===== src/rtl/vga_sync_tracker.sv =====
// vga_sync_tracker: recovers pixel/line position from external sync and tracks lock
module vga_sync_tracker #(
  parameter int H_TOTAL     = 800,
  parameter int V_TOTAL     = 525,
  parameter int H_ACT_START = 144,
  parameter int H_ACTIVE    = 640,
  parameter int V_ACT_START = 35,
  parameter int V_ACTIVE    = 480,
  parameter int LOCK_LINES  = 4,
  parameter bit SYNC_POL    = 1'b0
) (
  input  logic       pixel_clk,
  input  logic       reset,
  input  logic       hsync_in,
  input  logic       vsync_in,
  output logic [9:0] h_pos,
  output logic [9:0] v_pos,
  output logic       active,
  output logic       locked,
  output logic       line_start,
  output logic       frame_start,
  output logic       sync_err
);
  localparam int CW = $clog2(LOCK_LINES + 1);
  typedef enum logic [1:0] {SEARCH, VERIFY, LOCKED} state_t;
  state_t state, state_n;
  logic [CW-1:0] cnt, cnt_n;
  logic hs_d, vs_d, first, frame_seen;
  logic hs_a, vs_a, hs_edge, vs_edge, match, timeout, frame_bad;
  assign hs_a = hsync_in == SYNC_POL;
  assign vs_a = vsync_in == SYNC_POL;
  assign hs_edge = hs_a && !hs_d;
  assign vs_edge = vs_a && !vs_d;
  assign match = hs_edge && first && ({1'b0, h_pos} + 11'd1 == 11'(H_TOTAL));
  assign timeout = !hs_edge && {1'b0, h_pos} == 11'(H_TOTAL);
  assign frame_bad = state == LOCKED && frame_seen && vs_edge && ({1'b0, v_pos} + 11'd1 != 11'(V_TOTAL));
  assign active = locked
    && {1'b0, h_pos} >= 11'(H_ACT_START) && {1'b0, h_pos} < 11'(H_ACT_START + H_ACTIVE)
    && {1'b0, v_pos} >= 11'(V_ACT_START) && {1'b0, v_pos} < 11'(V_ACT_START + V_ACTIVE);
  // lock decision on each line edge; timeout and bad frame length override it
  always_comb begin
    state_n = state;
    cnt_n = cnt;
    if (hs_edge) begin
      if (!match) state_n = SEARCH;
      else if (state == SEARCH) begin
        state_n = VERIFY;
        cnt_n = CW'(1);
      end else if (state == VERIFY) begin
        cnt_n = cnt + 1'b1;
        state_n = cnt_n == CW'(LOCK_LINES) ? LOCKED : VERIFY;
      end
    end
    if (timeout || frame_bad) state_n = SEARCH;
  end
  // sync history, position counters, lock state and status pulses
  always_ff @(posedge pixel_clk) begin
    if (!reset) begin
      hs_d <= 1'b0;
      vs_d <= 1'b0;
      h_pos <= '0;
      v_pos <= '0;
      line_start <= 1'b0;
      frame_start <= 1'b0;
      first <= 1'b0;
      frame_seen <= 1'b0;
      state <= SEARCH;
      cnt <= '0;
      locked <= 1'b0;
      sync_err <= 1'b0;
    end else begin
      hs_d <= hs_a;
      vs_d <= vs_a;
      h_pos <= hs_edge ? '0 : &h_pos ? h_pos : h_pos + 1'b1;
      v_pos <= vs_edge ? '0 : hs_edge && !(&v_pos) ? v_pos + 1'b1 : v_pos;
      line_start <= hs_edge;
      frame_start <= vs_edge;
      first <= first | hs_edge;
      frame_seen <= state == LOCKED && state_n == LOCKED && (frame_seen | vs_edge);
      state <= state_n;
      cnt <= cnt_n;
      locked <= state_n == LOCKED;
      sync_err <= state == LOCKED && state_n != LOCKED;
    end
  end
endmodule


===== config.mk =====
export PLATFORM = sky130hd
export DESIGN_NAME = vga_sync_tracker
export DESIGN_NICKNAME = d
export VERILOG_FILES = /design/src/rtl/vga_sync_tracker.sv
export SDC_FILE = /design/constraint.sdc
export NUM_CORES = 1
export LEC_CHECK = 0
export ABC_AREA = 1
export BUFFER_PORTS_ARGS = -buffer_cell sky130_fd_sc_hd__buf_2
export CORE_ASPECT_RATIO = 0.9
export CORE_UTILIZATION = 45
export DETAILED_ROUTE_END_ITERATION = 7
export PLACE_DENSITY = 0.66
export SYNTH_ARGS = -nofsm -noshare
export SYNTH_HDL_FRONTEND = slang
export SYNTH_SLANG_ARGS = --single-unit

===== constraint.sdc =====
create_clock -name pixel_clk -period 2.4 [get_ports pixel_clk]
set_clock_uncertainty 0.1 [all_clocks]
set_input_delay 0.48 -clock pixel_clk [delete_from_list [all_inputs] [get_ports pixel_clk]]
set_output_delay 0.48 -clock pixel_clk [all_outputs]
set_load 0.01 [all_outputs]

Word-level counts from Yosys, hierarchy flattened
Cells that the tools add are included.
W data, S select, Z words.
{"block": "totals", "reg_bits": 33, "wordCells": 70}
{"block": "op_classes", "reduce_logical": 28, "add_sub_neg": 5, "magnitude_cmp": 4, "n_mux": 8, "n_eq_ne": 8, "n_bitwise": 5}
{"operator": "$add A10 B1 Y11 const B", "count": 2}
{"operator": "$add A10 B1 Y10 const B", "count": 2}
{"operator": "$lt A10 B10 Y1 const B", "count": 2}
{"operator": "$reduce_and A10 Y1", "count": 2}
{"operator": "$logic_and A1 B1 Y1", "count": 16}
{"operator": "$mux W2", "count": 6}
{"operator": "$eq A11 B10 Y1 const B", "count": 1}
{"operator": "$ne A11 B10 Y1 const B", "count": 1}
{"operator": "$eq A10 B10 Y1 const B", "count": 1}
{"operator": "$ge A10 B6 Y1 const B", "count": 1}
{"operator": "$ge A10 B8 Y1 const B", "count": 1}
{"operator": "$mux W3", "count": 2}
{"operator": "$eq A2 B2 Y1 const B", "count": 2}
{"operator": "$logic_not A1 Y1", "count": 4}
{"operator": "$reduce_or A2 Y1", "count": 2}
{"operator": "$add A3 B1 Y3 const B", "count": 1}
{"operator": "$eq A3 B3 Y1 const B", "count": 1}
{"operator": "$not A1 Y1", "count": 3}
{"operator": "$reduce_and A3 Y1", "count": 1}
{"operator": "$eq A2 B1 Y1 const B", "count": 1}
{"operator": "$logic_not A2 Y1", "count": 1}
{"operator": "$ne A2 B2 Y1 const B", "count": 1}
{"operator": "$or A1 B1 Y1", "count": 2}
{"operator": "$reduce_bool A2 Y1", "count": 1}
{"operator": "$logic_or A1 B1 Y1", "count": 1}

Depth between registers and ports, before layout
{"block": "depth", "word_depth": 11, "ltp_mapped": 15}

Worst setup path before layout
OpenSTA, ideal clock, no wires.
{"block": "synth_path", "path_type": "register to output", "startpoint": "register v_pos[0]", "endpoint": "output port active", "path_buffers": 0, "stages_incl_launch_ff": 6, "path_slack_ns": 0.482, "required_time_ns": 1.820, "t_arrival_ns": 1.338, "cell_sequence": "dfxtp_1 > ha_1 > nor2_1 > nand3_1 > a21oi_1 > nor4_1"}
{"block": "synth_between", "elab_chain_len": 3}
{"element": "from (decl)", "line": "17", "source": "output logic [9:0] v_pos,"}
{"element": "from (signal assigned)", "line": "75", "source": "v_pos <= vs_edge ? '0 : hs_edge && !(&v_pos) ? v_pos + 1'b1 : v_pos;"}
{"element": "$ge A10 B6 Y1", "line": "39", "source": "&& {1'b0, v_pos} >= 11'(V_ACT_START) && {1'b0, v_pos} < 11'(V_ACT_START + V_ACTIVE);"}
{"element": "$logic_and A1 B1 Y1", "line": "39"}
{"element": "$logic_and A1 B1 Y1 (*)", "line": "39"}
{"element": "to (decl)", "line": "18", "source": "output logic active,"}
Every way passes the cells marked *; elsewhere a longest branch is shown, timed or not.

Worst setup path in the final report
Same ends and word-level chain as after synthesis.

==> results.md <==
- Final wirelength: 4050 µm
- Post-synthesis register bit count: 33
- CTS Hold Bufs: 0
- Cells after Synth: 285
- Crit Path Max Fanout: 6
- Worst-path clk slew: 70 ps
- Peak per-stage delay on the critical path: 360 ps
- Vias per std cell: 4.92
- Worst setup EP type: output pin
- Register area share after synthesis: 0.357
- Top Ports: 29
- WP data required: 1820 ps
- Post-synth top area share: 0.357
- Area leader, netlist: dfxtp_1
- Chip width: 69.6 µm
- Most frequent cells in the layout: nand2_1 (77), inv_1 (41), nor2_1 (39), dfxtp_1 (33), buf_2 (28)
- Power per cell area: 509 nW/µm²
- First-pass GRT wire length: 7310 µm
- Total congestion overflow: 0
- Cell Area, Synth: 1850 µm²
- Syn_area_per_cell: 6.49 µm²
- Ant diodes: 0
- Worst path cell trace: ha_1 > nor2_2 > nand3_2 > nor2_1 > a31oi_1 > nor4_1 > buf_2
- H-tree Lvls: 2
- Slew headroom: 0.615
- CTS tree: yes
- Top cells by area, synth: dfxtp_1 (36%), nand2_1 (16%), inv_1 (8.3%), nor2_1 (8.1%), a21oi_1 (4.9%)
- Crit start category: flip-flop
- Fillers: 413
- # rows: 21
- Post-synth EDFFs: 0
- Initial DRC count: 122
- Die ar.: 4370 µm²
- Routed WL per cell: 11.0 µm
- Initial Util: 0.482
- Detail Placement HPWL: 3130 µm
- Final Hold Viols: 0
- Overall Power: 1.10 mW
- DR DRC count: 0
- First drt pass iteration count: 5
- CP Class: flip-flop to output pin
- Total CTS buffers: 5
- ANT nets after route: 0
- Pleak: 1.02 nW
- Vias: 1809
- Antenna violations before repair: 0
- Worst-Margin Slew: 575 ps
- Core area: 3840 µm²
- Post_cts resized: 0
- Setup violations, final: 0
- HP Class: primary input to flip-flop
- Clk root buf: clkbuf_8
- Setup Buffers After CTS: 0
- Largest net degree at the start of global routing: 13
- Finished Layout Cells: 368
- Max Slew Vio Count: 0
- Distinct cells, synth: 24
- Ys Warns: 0
- Total clock sinks: 33
- Fin crit period: 2220 ps
- PortBufs: 28
- RSZ-0062 raised after global routing: false
- Sum Neg Setup Slack: 0 ps
- RD Place Congestion: 0.845
- Inst Count DP: 360
- CP arrival: 1640 ps
- Die Span Y: 62.8 µm
- Max Clock Freq: 0.450 GHz
- Slowest stage cell, crit path: dfxtp_1
- Outcome: finished clean
- GR Util All Layers: 0.207
- Maximum VDD drop: 326 µV
- Clock buffer depth: 2
- Worst R2R Setup Slack: 440 ps
- Most common cell after layout, fill and taps aside: nand2_1
- # nets final: 332
- Layout area overhead: 16.3%
- Layout cells sized above 1: 0.193
- Final core utilization: 0.561
- Post-synth ARST share: 0
- Number of global-route vias before repair: 1645
- Part of the cycle the worst path needs: 0.925
- Worst-Skew Late Latency: 290 ps
- MaxCap Viol Count: 0
- Syn nets: 296
- Top FF cell, synth: dfxtp_1
[cells in the mapped netlist (2+ instances only)]
| cell type | n |
|---|---|
| nand4_1 | 3 |
| a21oi_1 | 18 |
| a31oi_1 | 2 |
| inv_2 | 2 |
| nor3_1 | 3 |
| nand2_2 | 6 |
| ha_1 | 7 |
| o21ai_0 | 16 |
| nor2_2 | 6 |
| nor2_1 | 40 |
| nand3_1 | 16 |
| nand3_2 | 3 |
| dfxtp_1 | 33 |
| nand2_1 | 77 |
| nor2_4 | 4 |
| inv_1 | 41 |
[area by class of cell]
class                   instances  area [µm²]  area share
flip-flops and latches         33         661       0.307
repair buffers                 31         163      0.0756
clock inverters                 2        10.0     0.00465
multi-input cells             207        1030       0.477
clock buffers                   6        72.6      0.0337
inverters                      43         161      0.0750
well taps                      46        57.6      0.0267
[metrics by stage]
| stage | hold WS, ps | cell area, µm² | setup slack, ps |
|---|---|---|---|
| 2_1_floorplan | 341 | 1850 | 482 |
| 3_3_place_gp | 355 | 2060 | 475 |
| 3_5_place_dp | 357 | 2060 | 448 |
| 4_1_cts | 257 | 2140 | 123 |
| 5_1_grt | 262 | 2150 | 4.28 |
| 6_report | 261 | 2150 | 179 |
[flip-flops by register name, summed over array words and instances, names as in the netlist]
| signal | flops |
|---|---|
| locked | 1 |
| first | 1 |
| frame_start | 1 |
| h_pos | 10 |
| hs_d | 1 |
| state | 2 |
| sync_err | 1 |
| v_pos | 10 |
| line_start | 1 |
| vs_d | 1 |
| frame_seen | 1 |
| cnt | 3 |
[cells by family after synthesis]
logic type                 share of synthesized area
DFF                                            0.357
adders and majority gates                     0.0473
and+or+nand+nor                                0.394
AOI/OAI and AO/OA                              0.110
buffers and inverters                         0.0920
[critical path: cells and delay by family, from the launching register on]
| family | cells | cell delay [ps] |
|---|---|---|
| compound gates | 1 | 80 |
| buf+inv | 1 | 170 |
| simple gates | 4 | 480 |
| fa+ha+maj | 1 | 260 |
| flops | 1 | 360 |
[layer usage]
layer / vias up / wire [µm] / GRT usage
met3: 5 / 253 / 0.0435
met5: - / 0 / 0
li1: 970 / - / -
met2: 47 / 1640 / 0.292
met1: 787 / 2110 / 0.298
met4: 0 / 43 / 0.0944
[report_power, final]
group,switching (mW),internal (mW)
sequential,0.0197,0.565
clock,0.202,0.201
combinational,0.0685,0.0388
total,0.291,0.805
[final timing paths]
path	from	to	cells after the start
max reg2reg	v_pos[0]	sync_err	14
min	hsync_in	hs_d	2
min reg2reg	cnt[2]	cnt[2]	2
max	v_pos[0]	active	7
Note: power is estimated with default switching activity, not from simulation.
